### src/rtl/store_buffer.sv
// Store buffer between MEM and data_memory: FIFO of pending stores, drained when the memory port is idle,
// with youngest-match store-to-load forwarding. Optional write coalescing is enabled by STORE_COALESCE_EN.
module store_buffer #(
  parameter int DEPTH  = 4,
  parameter int DATA_W = 32
) (
  input  logic                       clk,
  input  logic                       reset,
  input  logic                       storeValid,
  input  logic [DATA_W-1:0]          storeAddr,
  input  logic [DATA_W-1:0]          storeData,
  output logic                       storeReady,
  input  logic [DATA_W-1:0]          loadAddr,
  output logic                       loadHit,
  output logic [DATA_W-1:0]          loadData,
  input  logic                       memPortFree,
  output logic                       memWrite,
  output logic [DATA_W-1:0]          memAddress,
  output logic [DATA_W-1:0]          memWriteData,
  output logic [$clog2(DEPTH):0]     count
);

  localparam int PTR_W = (DEPTH > 1) ? $clog2(DEPTH) : 1;
  localparam int CNT_W = $clog2(DEPTH) + 1;

  logic [DATA_W-1:0] addr_q [DEPTH];
  logic [DATA_W-1:0] data_q [DEPTH];
  logic [PTR_W-1:0]  head;
  logic [PTR_W-1:0]  tail;
  logic [PTR_W-1:0]  youngest;
  logic [CNT_W-1:0]  count_q;
  logic              full;
  logic              pop;
  logic              push;
  logic              coalesce;
  logic              unused_bits;

  assign count       = count_q;
  assign full        = (count_q == CNT_W'(DEPTH));
  assign youngest    = tail - PTR_W'(1);
  assign unused_bits = &{1'b0, loadAddr[1:0]};

  assign pop          = (count_q != '0) && memPortFree;
  assign memWrite     = pop;
  assign memAddress   = pop ? addr_q[head] : '0;
  assign memWriteData = pop ? data_q[head] : '0;

`ifdef STORE_COALESCE_EN
  logic coalescible;
  // The youngest entry cannot absorb a store if it is also the head leaving this cycle.
  assign coalescible = (count_q != '0)
                    && (addr_q[youngest][DATA_W-1:2] == storeAddr[DATA_W-1:2])
                    && !(pop && (count_q == CNT_W'(1)));
  assign storeReady  = !full || coalescible;
  assign coalesce    = storeValid && coalescible;
`else
  assign storeReady  = !full;
  assign coalesce    = 1'b0;
`endif

  assign push = storeValid && storeReady && !coalesce;

  // Walk entries oldest to youngest so the last match (youngest) wins.
  always_comb begin
    logic [PTR_W-1:0] idx;
    loadHit  = 1'b0;
    loadData = '0;
    idx      = head;
    for (int k = 0; k < DEPTH; k++) begin
      idx = head + PTR_W'(k);
      if ((CNT_W'(k) < count_q) &&
          (addr_q[idx][DATA_W-1:2] == loadAddr[DATA_W-1:2])) begin
        loadHit  = 1'b1;
        loadData = data_q[idx];
      end
    end
  end

  always_ff @(posedge clk) begin
    if (push) begin
      addr_q[tail] <= storeAddr;
      data_q[tail] <= storeData;
    end else if (coalesce) begin
      data_q[youngest] <= storeData;
    end
  end

  always_ff @(posedge clk) begin
    if (reset) begin
      head    <= '0;
      tail    <= '0;
      count_q <= '0;
    end else begin
      if (push) tail <= tail + PTR_W'(1);
      if (pop)  head <= head + PTR_W'(1);
      case ({push, pop})
        2'b10:   count_q <= count_q + CNT_W'(1);
        2'b01:   count_q <= count_q - CNT_W'(1);
        default: count_q <= count_q;
      endcase
    end
  end

endmodule

### config.mk
export PLATFORM = sky130hd
export DESIGN_NAME = store_buffer
export DESIGN_NICKNAME = d
export VERILOG_FILES = /design/src/rtl/store_buffer.sv
export SDC_FILE = /design/constraint.sdc
export NUM_CORES = 1
export LEC_CHECK = 0
export CORE_ASPECT_RATIO = 1.25
export CORE_UTILIZATION = 40
export CTS_BUF_LIST = sky130_fd_sc_hd__clkbuf_8 sky130_fd_sc_hd__clkbuf_16
export DETAILED_ROUTE_END_ITERATION = 12
export GPL_TIMING_DRIVEN = 0
export MAX_ROUTING_LAYER = met4
export SLEW_MARGIN = 5
export SYNTH_ARGS = -nofsm -noshare
export SYNTH_HDL_FRONTEND = slang
export SYNTH_SLANG_ARGS = --single-unit
### constraint.sdc
create_clock -name clk -period 4.7 [get_ports clk]
set_input_delay 0.94 -clock clk [delete_from_list [all_inputs] [get_ports clk]]
set_output_delay 0.94 -clock clk [all_outputs]
set_load 0.03 [all_outputs]
# Word level (Yosys, flattened, before mapping)
# Memory sizes are Yosys's and may differ from the RTL's. A register that Yosys moved wholly into a read port is not among the register bits.
# Index checks and enable logic that the tools add are counted.
# totals
reg_bits	7
romBits	0
wordCells	48
latch_bits	0
ram_bits	256
inputBits	100
n_memories	2
# op_classes
reduce_logical	9
bitwise_logic	0
shift	0
mux	17
eq_ne	7
div	0
magnitude_cmp	4
n_addsub	6
multipliers	0
# memory_table
memory	words	word_bits	rd	rd_clocked_by_memory_dff	wr	line	rtl
addr_q	4	32	4	1	1	26	logic [DATA_W-1:0] addr_q [DEPTH];
data_q	4	32	4	1	1	27	logic [DATA_W-1:0] data_q [DEPTH];
# ops
operator	n
$mux W32	6
$eq A30 B30 Y1	4
$mux W2	4
$logic_and A1 B1 Y1	6
$lt A1 B3 Y1 const A	2
$lt A2 B3 Y1 const A	2
$mux W1	6
$pmux W3 S2	1
$add A2 B1 Y2 const B	2
$add A2 B2 Y2 const B	2
$add A3 B1 Y3 const B	1
$eq A3 B3 Y1 const B	1
$reduce_bool A3 Y1	1
$sub A3 B1 Y3 const B	1
$eq A2 B1 Y1 const B	1
$eq A2 B2 Y1 const B	1
$reduce_bool A2 Y1	1
$logic_not A1 Y1	1

# Longest topological paths before layout
# An unclocked memory read counts as a cell.
# depth
word_depth	7
ltp_mapped	17
depth_no_buf	9

# Worst setup path before layout
# OpenSTA, ideal clock, no wires.
# synth_path
path_kind	input-to-output
startpoint	in loadAddr[12]
endpoint	out loadData[10]
t_arrival_ps	3485
path_slack_ps	275
required_time_ps	3760
cell_stages	10
n_path_buf	3
path_cell_list	clkbuf_1 -> xnor2_1 -> or4b_1 -> o22ai_1 -> and4_1 -> clkbuf_2 -> o2bb2ai_1 -> clkbuf_1 -> o211ai_1 -> a31oi_1
# synth_via
elab_chain_len	6
word_cells_on_any_way	12
# synth_rtl
item	line	rtl
start: declaration	13	input logic [DATA_W-1:0] loadAddr,
$eq A30 B30 Y1	72	(addr_q[idx][DATA_W-1:2] == loadAddr[DATA_W-1:2])) begin
$logic_and A1 B1 Y1	71	if ((CNT_W'(k) < count_q) &&
$mux W32 (3 in series)	71	
$mux W32 (*)	71	
end: declaration	15	output logic [DATA_W-1:0] loadData,
# Mark *: on every way between the ends. The rest lies on a longest branch, timed or not.

# Worst setup path in the final report
# layout_path
startpoint	reg head[0]
endpoint	out loadData[15]
# layout_via
elab_chain_len	7
word_cells_on_any_way	14
# layout_rtl
item	line	rtl
start: declaration	28	logic [PTR_W-1:0] head;
start signal: assignment	95	if (pop) head <= head + PTR_W'(1);
$add A2 B1 Y2	70	idx = head + PTR_W'(k);
$mem_v2 Z4 W32	-	
$eq A30 B30 Y1	72	
$logic_and A1 B1 Y1	71	
$mux W32 (2 in series)	71	
$mux W32 (*)	71	
# Marked as above.

==> reports/qor.yml <==
floorplan:
  core-area_um2: 43180
  die_w_um: 189.5
  effective_utilization_at_floorplan_pct: 40.73
  top_level_ports: 202
  core.rowCount: 85
  die_height_um: 236.4
  die_area_um2: 44810
sta:
  timing.final.crit_period_ns: 5.132
  tightestPinTransition_ns: 0.9350
  timing.final.setup_violations: 33
  final.setup.worst_slack_ns: -0.4321
  rsz_0062_raised_after_global_routing: "true"
  timing.final.max_slew_violations: 0
  fin_skew_ns: 0.01144
  achievable-frequency_mhz: 194.9
  timing_hold_violations_final: 0
  holdWs_ns: 0.5870
  min_period_over_period_pct: 109.2
  relative_slew_slack_pct: 37.67
cts:
  worst_skew_pair_later_pin_latency_ns: 0.58
  path_clk_slew_ns: 0.06
  h-tree-depth: 1
  maximum_clock_insertion_buffer_count: 3
  cts_tree: "yes"
  tritoncts.num_buffers: 30
  ctsRootBufferMaster: "sky130_fd_sc_hd__clkbuf_16"
  cts.sinks: 265
placement:
  post_place_setup_slack_ns: -1.872
  buffer_ports.inserted: 173
  post-dp-hpwl_mm: 46.69
  place.gp.congestion: 0.9647
  place_inst: 2135
power_and_ir_drop:
  ir_worst_vdd_mv: 0.3192
  powerDensity_nw_per_um2: 471.0
  power.leakage_uw: 0.007443
critical_path:
  critical_path_arrival_ns: 4.19
  worstReg2RegStart: "count[1]$_SDFFE_PP0P_"
  required_ns: 3.76
  criticalPathCategory: "reg2out"
  rrSetupSlack_ns: 1.83
  critical_path_fanout_max: 8
  reg2reg_to: "count[2]$_SDFFE_PP0P_"
  worst-r2r-cell-count: 9
  startpoint_type: "flop"
  end_kind: "primary output"
yosys:
  netlist-cell-type-count: 65
  synth_cells: 1393
  netlist_area_before_placement_um2: 17590
  yosysMostFrequentCell: "sky130_fd_sc_hd__edfxtp_1"
  seq_total_area_yosys_pct: 44.74
  post_synth.cell_area_avg_um2: 12.62
  synth_fp_nets: 1502
  synth_top_family_by_area: "multiplexers"
  synth_warnings: 0
  ys_top_cells_by_area: "sky130_fd_sc_hd__edfxtp_1 (44%), sky130_fd_sc_hd__mux4_2 (17%), sky130_fd_sc_hd__mux2i_1 (6.8%), sky130_fd_sc_hd__xnor2_1 (3.5%), sky130_fd_sc_hd__nor2_1 (3.4%)"
  synth-compound-area-share_pct: 9.790
  synth.area.mux_share_pct: 26.35
  synth_top_cell_by_area: "sky130_fd_sc_hd__edfxtp_1"
  ys_seq_elements: 265
  synth-xor-area-share_pct: 4.831
  synthAdderAreaFrac_pct: 0.6403
  synth_top_cell_area_share_pct: 43.71
  synthTopCellsByCount: "sky130_fd_sc_hd__edfxtp_1 (256), sky130_fd_sc_hd__nor2_1 (158), sky130_fd_sc_hd__mux4_2 (129)"
  async_flop_share_pct: 0
  main_synth_ff_type: "sky130_fd_sc_hd__edfxtp_1"
  synth_simple_gate_area_share_pct: 8.879
  synth_edf_count: 256
outcome:
  failing_checks: "negative setup slack"
  outcome: "complete, but fails checks"
global_routing:
  antenna_found_initial: 5
  grt_pass1_wl_mm: 95.61
  via_count_of_the_first_global_routing_pass: 14310
  grt_start_max_net_pins: 38
  grt_overflow_total: 0
  grt_usage_pct: 29.98
worst_hold_path:
  hp-class: "reg2reg"
  min_delay_worst_endpoint: "tail[0]$_SDFFE_PP0P_"
  worst_hold_path.num_cells: 2
  holdCritStartpoint: "tail[0]$_SDFFE_PP0P_"
routing:
  vias: 13714
  drt-wirelength-per-cell_um: 29.41
  drt_drc_violations_left: 0
  drt-total-wl_mm: 65.53
  route.antenna.remaining_nets: 0
  number_of_design_rule_violations_left_by_the_first_detailed_router_iteration: 1243
  via_per_inst: 6.155
  drt_first_pass_iters: 5
job:
  max-cap-violations: 0
finish:
  final_core_utilization_pct: 52.69
  fin_cells: 2228
  n_fill_cell: 3814
  finish.net_count: 1744
  fraction_of_final_layout_cells_with_drive_strength_greater_than_1_pct: 30.52
  area_growth_pct: 29.38
==> report_power, final <==
| part | switching, uW | internal [uW] |
|---|---|---|
| sequential | 158 | 2820 |
| clock | 992 | 1390 |
| combinational | 2990 | 2370 |
| total | 4140 | 6580 |
==> flip-flops by register name, summed over array words and instances, names as in the netlist, named ones only <==
signal,flops
addr_q,128
data_q,128
count,3
head,2
tail,2
==> per-stage QoR <==
| step | TNS, ns | power [uW] | area [um2] |
|---|---|---|---|
| 5_1_grt | -13.50 | 11110 | 22750 |
| 4_1_cts | -13.97 | 10610 | 22380 |
| 2_1_floorplan | 0 | 6249 | 17590 |
| 3_5_place_dp | -57.24 | 7858 | 20150 |
| 3_3_place_gp | -133.53 | 7830 | 20020 |
| 6_report | -12.24 | 10720 | 22750 |
==> cells in the final DEF, fill, tap and decap left out, types with 13 or more instances in the layout <==
cell	n
sky130_fd_sc_hd__mux2i_1	101
sky130_fd_sc_hd__xor2_1	26
sky130_fd_sc_hd__a2111oi_0	16
sky130_fd_sc_hd__nand4_1	18
sky130_fd_sc_hd__inv_1	50
sky130_fd_sc_hd__nand2_1	27
sky130_fd_sc_hd__nor2_2	13
sky130_fd_sc_hd__nor2b_1	24
sky130_fd_sc_hd__mux4_2	129
sky130_fd_sc_hd__nand2b_1	13
sky130_fd_sc_hd__nand2b_4	21
sky130_fd_sc_hd__a31oi_4	25
sky130_fd_sc_hd__buf_4	45
sky130_fd_sc_hd__clkbuf_16	34
sky130_fd_sc_hd__a21oi_1	76
sky130_fd_sc_hd__nor2_1	145
sky130_fd_sc_hd__xnor2_1	61
sky130_fd_sc_hd__o211ai_1	33
sky130_fd_sc_hd__clkbuf_2	20
sky130_fd_sc_hd__mux2_2	42
sky130_fd_sc_hd__clkdlybuf4s50_1	139
sky130_fd_sc_hd__buf_6	38
sky130_fd_sc_hd__edfxtp_1	256
sky130_fd_sc_hd__clkbuf_1	38
==> worst max-delay path, stage by stage (launching register included) <==
cell and delay [ns]:
sky130_fd_sc_hd__dfxtp_4 0.38, sky130_fd_sc_hd__buf_12 0.13, sky130_fd_sc_hd__buf_12 0.10, sky130_fd_sc_hd__buf_12 0.13, sky130_fd_sc_hd__buf_16 0.15, sky130_fd_sc_hd__buf_12 0.12, sky130_fd_sc_hd__mux2i_4 0.27, sky130_fd_sc_hd__o22ai_2 0.10
sky130_fd_sc_hd__o21ai_2 0.26, sky130_fd_sc_hd__nand4_1 0.31, sky130_fd_sc_hd__nor4b_4 0.47, sky130_fd_sc_hd__nand4_1 0.16, sky130_fd_sc_hd__buf_6 0.17, sky130_fd_sc_hd__buf_12 0.15, sky130_fd_sc_hd__buf_8 0.14, sky130_fd_sc_hd__nand2b_4 0.14
sky130_fd_sc_hd__a31oi_4 0.22, sky130_fd_sc_hd__buf_6 0.16
==> routing by layer <==
metal  vias up  wire (um)  track usage [%]
li1       5937          -                -
met1      7051      24910            34.96
met2       611      34230            52.77
met3       115       3805            3.883
met4         0       2595            10.22
met5         -          0                -
==> timing repair <==
action | 4_1_cts | 5_1_grt
gates cloned | 2 | 1
endpoints found under the setup margin | 76 | 39
buffers inserted | 28 | 4
hold buffers | 0 | 0
pin swaps | 36 | 16
resized for setup | 461 | 104
==> final cells by class <==
class	count	area [um2]	area share [%]
Timing Repair Buffer	212	2210	9.712
Clock buffer	34	839.6	3.690
Sequential cell	265	7871	34.60
Multi-Input combinational cell	951	9784	43.00
Clock inverter	21	172.7	0.7589
Antenna cell	5	12.51	0.05499
Inverter	46	172.7	0.7589
Buffer	129	982.2	4.317
Tap cell	565	706.9	3.107
==> cell families after synthesis <==
logic type,count (synthesis)
buffers and inverters,177
and+or+nand+nor,298
muxes,293
xor gates and xnor gates,97
adders and majority gates,9
DFF,265
AOI/OAI and AO/OA,254
==> worst max-delay path by stage <==
stage                                    start      endpoint  cells after the start
after floorplan                   loadAddr[12]  loadData[10]                     10
after global placement                    flop   loadData[2]                     11
after detailed placement                  flop   loadData[8]                     11
after CTS                 head[0]$_SDFFE_PP0P_   loadData[8]                     18
after global routing      head[0]$_SDFFE_PP0P_   loadData[8]                     18
final                     head[0]$_SDFFE_PP0P_  loadData[15]                     17
Power figures use the tool's default switching activity.
==> variant 1, RTL diff (config.mk and constraints unchanged) <==
Change the parameter `DATA_W` from 32 to 16.
--- a/src/rtl/store_buffer.sv
+++ b/src/rtl/store_buffer.sv
@@ -3,5 +3,5 @@
 module store_buffer #(
   parameter int DEPTH  = 4,
-  parameter int DATA_W = 32
+  parameter int DATA_W = 16
 ) (
   input  logic                       clk,
Interface: changed (6 resized); port bits go from 202 to 106. The function was not compared with the original's and may differ.
==> variant 1 against the original RTL <==
Sequential cell count shrank 128; final cell count shrank 48%; largest power group unchanged; cell area shrank 51%; sequential share of layout area grew 1.4 points; routed wire length shrank 56%; clock skew shrank 0.0039 ns; worst setup slack gained 0.54 ns; area after synthesis shrank 49%; sequential power shrank 49%; total power shrank 51%; worst hold slack gained 0.041 ns.
==> variant 1: results (changes against the original RTL) <==
[global_routing]
grt_max_degree = 19  ; -50%
grt_pass1_wl_mm = 43.3  ; -55%
groute.usage.overall_pct = 26.4  ; -3.6 points
antenna_found_initial = 1  ; -4
grt_pass1_vias = 7409  ; -48%

[routing]
wl_per_cell_um = 25.1  ; -15%
route.vias.total = 7046  ; -49%
drt_iter0_markers = 548  ; -56%

[critical_path]
arrival_ns = 3.65  ; -0.54 ns
rr_startpoint = head[1]$_SDFFE_PP0P_
crit_path_max_fanout = 10  ; +2
max_stage_delay_ns = 0.53  ; +0.06 ns
cp_slowest_cell = mux4_2
reg2reg_to = head[1]$_SDFFE_PP0P_
r2r_slack_ns = 2.04  ; +0.21 ns

[hold_path]
hold_class = flip-flop to flip-flop
hold-path-endpoint = count[1]$_SDFFE_PP0P_
hp-start = count[1]$_SDFFE_PP0P_

[power_and_ir_drop]
peakVddDrop_mv = 0.271  ; -15%
p_leak_nw = 3.63  ; -51%

[synth]
synth_compound_area_share_pct = 11.0  ; +1.2 points
syn-num-nets = 790  ; -47%
synth_common_cells = 128 x edfxtp_1, 63 x mux2i_1, 62 x nand2_1, 56 x mux4_2, 40 x o21ai_0
yosys.area_share.adder_pct = 1.25  ; +0.61 points
synth_edf_count = 128  ; -50%
synth_xor_area_share_pct = 4.95  ; +0.12 points
ys_types = 58  ; -11%
synthTopCellsByArea = edfxtp_1 43%, mux4_2 14%, mux2i_1 7.0%, mux2_2 2.7%, xor2_1 2.6%
synth_mux_area_share_pct = 23.9  ; -2.5 points

[timing]
skew_ns = 0.00756  ; -0.00388 ns

[clock_tree]
post_cts_buffers = 7  ; -75%
cts_buffers = 17  ; -43%
cts_resized = 89  ; -81%
htreeDepth = 4  ; +3
cts_buffer_depth = 2  ; -1

[placed_design]
dpl.hpwl_mm = 20.6  ; -56%
routabilityCongestion = 0.934  ; -3.2%

[layout]
num-fill-cells = 1928  ; -49%
num-nets-final = 912  ; -48%
layout-drive-gt1-share_pct = 27.5  ; -3.0 points

[outcome]
status = completed

## variant 1: worst max-delay path by stage
stage                                     from            to  slack [ns]  cells past startpoint
after global placement             loadAddr[2]   loadData[1]       -0.88                     11
after detailed placement           loadAddr[2]   loadData[1]       -0.81                     11
after floorplan                   loadAddr[15]   loadData[1]        0.56                      8
after global routing      head[0]$_SDFFE_PP0P_   loadData[6]       -0.03                     12
after CTS                 head[0]$_SDFFE_PP0P_  loadData[13]       -0.02                     12
final                     head[0]$_SDFFE_PP0P_   loadData[4]        0.11                     12
## variant 1: power groups by stage
stage                     Sequential, mW  Clock, mW  Combinational [mW]
final                               1.53       1.27                2.48
after global routing                1.54       1.33                2.63
after floorplan                     1.55          0                1.65
after global placement              1.55          0                2.36
after detailed placement            1.55          0                2.40
after CTS                           1.53       1.28                2.45
## variant 1: layer usage
metal  vias to the layer above  global-route usage, %  wire length [um]
li1                       3053                      -                 -
met1                      3578                   29.4             11000
met2                       334                   45.6             15000
met3                        81                   3.93              1600
met4                         0                   13.6              1190
met5                         -                      -                 0
## variant 1: per-stage QoR
stage                     instance area, um2  hold WS [ns]  setup slack (ns)  instances
after floorplan                         9020         0.538             0.561        729
after global placement                 10300         0.556            -0.877       1103
after detailed placement               10400         0.610            -0.813       1107
after CTS                              11100         0.629           -0.0194       1145
after global routing                   11200         0.645           -0.0306       1148
final                                  11200         0.628             0.107       1148
## variant 1: area by class of cell
class,instances,area (um2),area share [%]
Sequential cell,137,4020,36.0
Tap cell,283,354,3.17
Timing Repair Buffer,104,1050,9.36
Clock buffer,17,425,3.81
Multi-Input combinational cell,521,4750,42.5
Inverter,7,26.3,0.235
Antenna cell,1,2.50,0.0224
Clock inverter,15,130,1.16
Buffer,63,419,3.75
==> variant 2, RTL diff (same settings) <==
Made on the original files. Reset style: asynchronous (`reset`), changed in one clocked block.
--- a/src/rtl/store_buffer.sv
+++ b/src/rtl/store_buffer.sv
@@ -86,5 +86,5 @@
   end
 
-  always_ff @(posedge clk) begin
+  always_ff @(posedge clk or posedge reset) begin
     if (reset) begin
       head    <= '0;
Behaviour: differs if reset is asserted again (counterexample within 4 cycles, from zero or initial values and one cycle with reset high); with reset held inactive, the same outputs for 4 cycles.
==> variant 2 against the original RTL <==
The run still ends with negative setup slack left; first-iteration DRC count is 12% lower; critical endpoint is now loadData[3]; final cell count is 3.1% lower; maximum frequency decreased by 0.50%; total power grew 40%; synthesized cell count shrank 4.6%; routed wire length decreased by 5.3%; cell area fell by 4.2%; worst hold slack worse by 0.0040 ns; area after synthesis is 6.6% lower; worst setup slack got worse by 0.026 ns; sequential cell count is 2 lower; global-route usage decreased by 0.58 points.
==> variant 2: results (changes against the original RTL) <==
[critical_path]
arrival_ns = 4.22  ; +0.03 ns
rr_startpoint = count[0]$_DFFE_PP0P_

[synth]
yosys.area_share.adder_pct = 0.686  ; +0.045 points
synth_mux_area_share_pct = 22.7  ; -3.6 points
synth_compound_area_share_pct = 10.2  ; +0.44 points
ys_types = 59  ; -9.2%
avgSynthCellArea_um2 = 12.4  ; -2.1%
synthArstFlopShare_pct = 2.66  ; +2.7 points
syn-num-nets = 1438  ; -4.3%
synth_seq_area_share_pct = 47.9  ; +3.1 points

[timing]
skew_ns = 0.0191  ; +0.00769 ns
finalSetupViolCount = 32  ; -3.0%
setup_slack_ns = -0.458  ; -0.0259 ns

[clock_tree]
cts_buffers = 29  ; -3.3%
post_cts_buffers = 15  ; -46%
cts_resized = 430  ; -6.7%

[power_and_ir_drop]
peakVddDrop_mv = 0.392  ; +23%

[placed_design]
routabilityCongestion = 0.992  ; +2.8%
dpl.hpwl_mm = 43.3  ; -7.2%
dp_cells = 2058  ; -3.6%

[layout]
layout-drive-gt1-share_pct = 23.8  ; -6.7 points
final_cells = 2160  ; -3.1%

[outcome]
status = finished, violations left
violations = negative setup slack

[hold_path]
hp-start = count[1]$_DFFE_PP0P_

[routing]
vias_per_cell = 6.12  ; -0.53%
drt_iter0_markers = 1097  ; -12%

[global_routing]
groute.usage.overall_pct = 29.4  ; -0.58 points
grt_pass1_wl_mm = 87.4  ; -8.6%
antenna_found_initial = 3  ; -2

==> variant 2: routing by layer <==
| layer | share of wire, % | vias to the layer above | GRT usage, % |
|---|---|---|---|
| met5 | 0 | - | - |
| met4 | 4.9 | 0 | 12.0 |
| met3 | 6.8 | 173 | 3.60 |
| met2 | 51 | 715 | 51.1 |
| met1 | 37 | 6618 | 34.2 |
| li1 | - | 5719 | - |
==> variant 2: worst paths after layout <==
kind,cells past startpoint,end,slack [ns]
max,16,loadData[3],-0.46
min,2,count[1]$_DFFE_PP0P_,0.58
max reg2reg,10,count[2]$_DFFE_PP0P_,1.96
min reg2reg,2,count[1]$_DFFE_PP0P_,0.58
max in group asynchronous,2,head[1]$_DFFE_PP0P_,3.79
min in group asynchronous,2,tail[1]$_DFFE_PP0P_,0.63
==> variant 2: power groups by stage <==
stage | Clock [mW] | Sequential [mW] | Combinational, mW
after CTS | 2.19 | 3.35 | 8.83
after global routing | 2.27 | 3.42 | 9.85
final | 2.17 | 3.38 | 9.50
after detailed placement | 0 | 3.39 | 8.25
after global placement | 0 | 3.43 | 8.14
after floorplan | 0 | 3.36 | 5.31
==> variant 2: critical path: stages (launching register included) <==
cell       delay (ns)
dfrtp_2          0.46
buf_12           0.17
buf_12           0.15
clkbuf_16        0.16
buf_4            0.13
mux2i_1          0.23
mux2i_1          0.13
xnor2_1          0.28
o211ai_1         0.16
nor4b_2          0.39
o2111ai_2        0.25
nand2b_4         0.24
clkbuf_16        0.17
clkbuf_16        0.15
o221ai_1         0.24
a32o_1           0.19
buf_6            0.13
==> variant 2: area by class of cell <==
class,instances,area (um2)
fill,3455,18500
multi-input combinational,933,8650
sequential,263,7870
timing repair buffer,230,2540
buffer,119,1120
clock buffer,30,739
tap,546,683
clock inverter,22,146
inverter,14,52.6
antenna,3,7.51
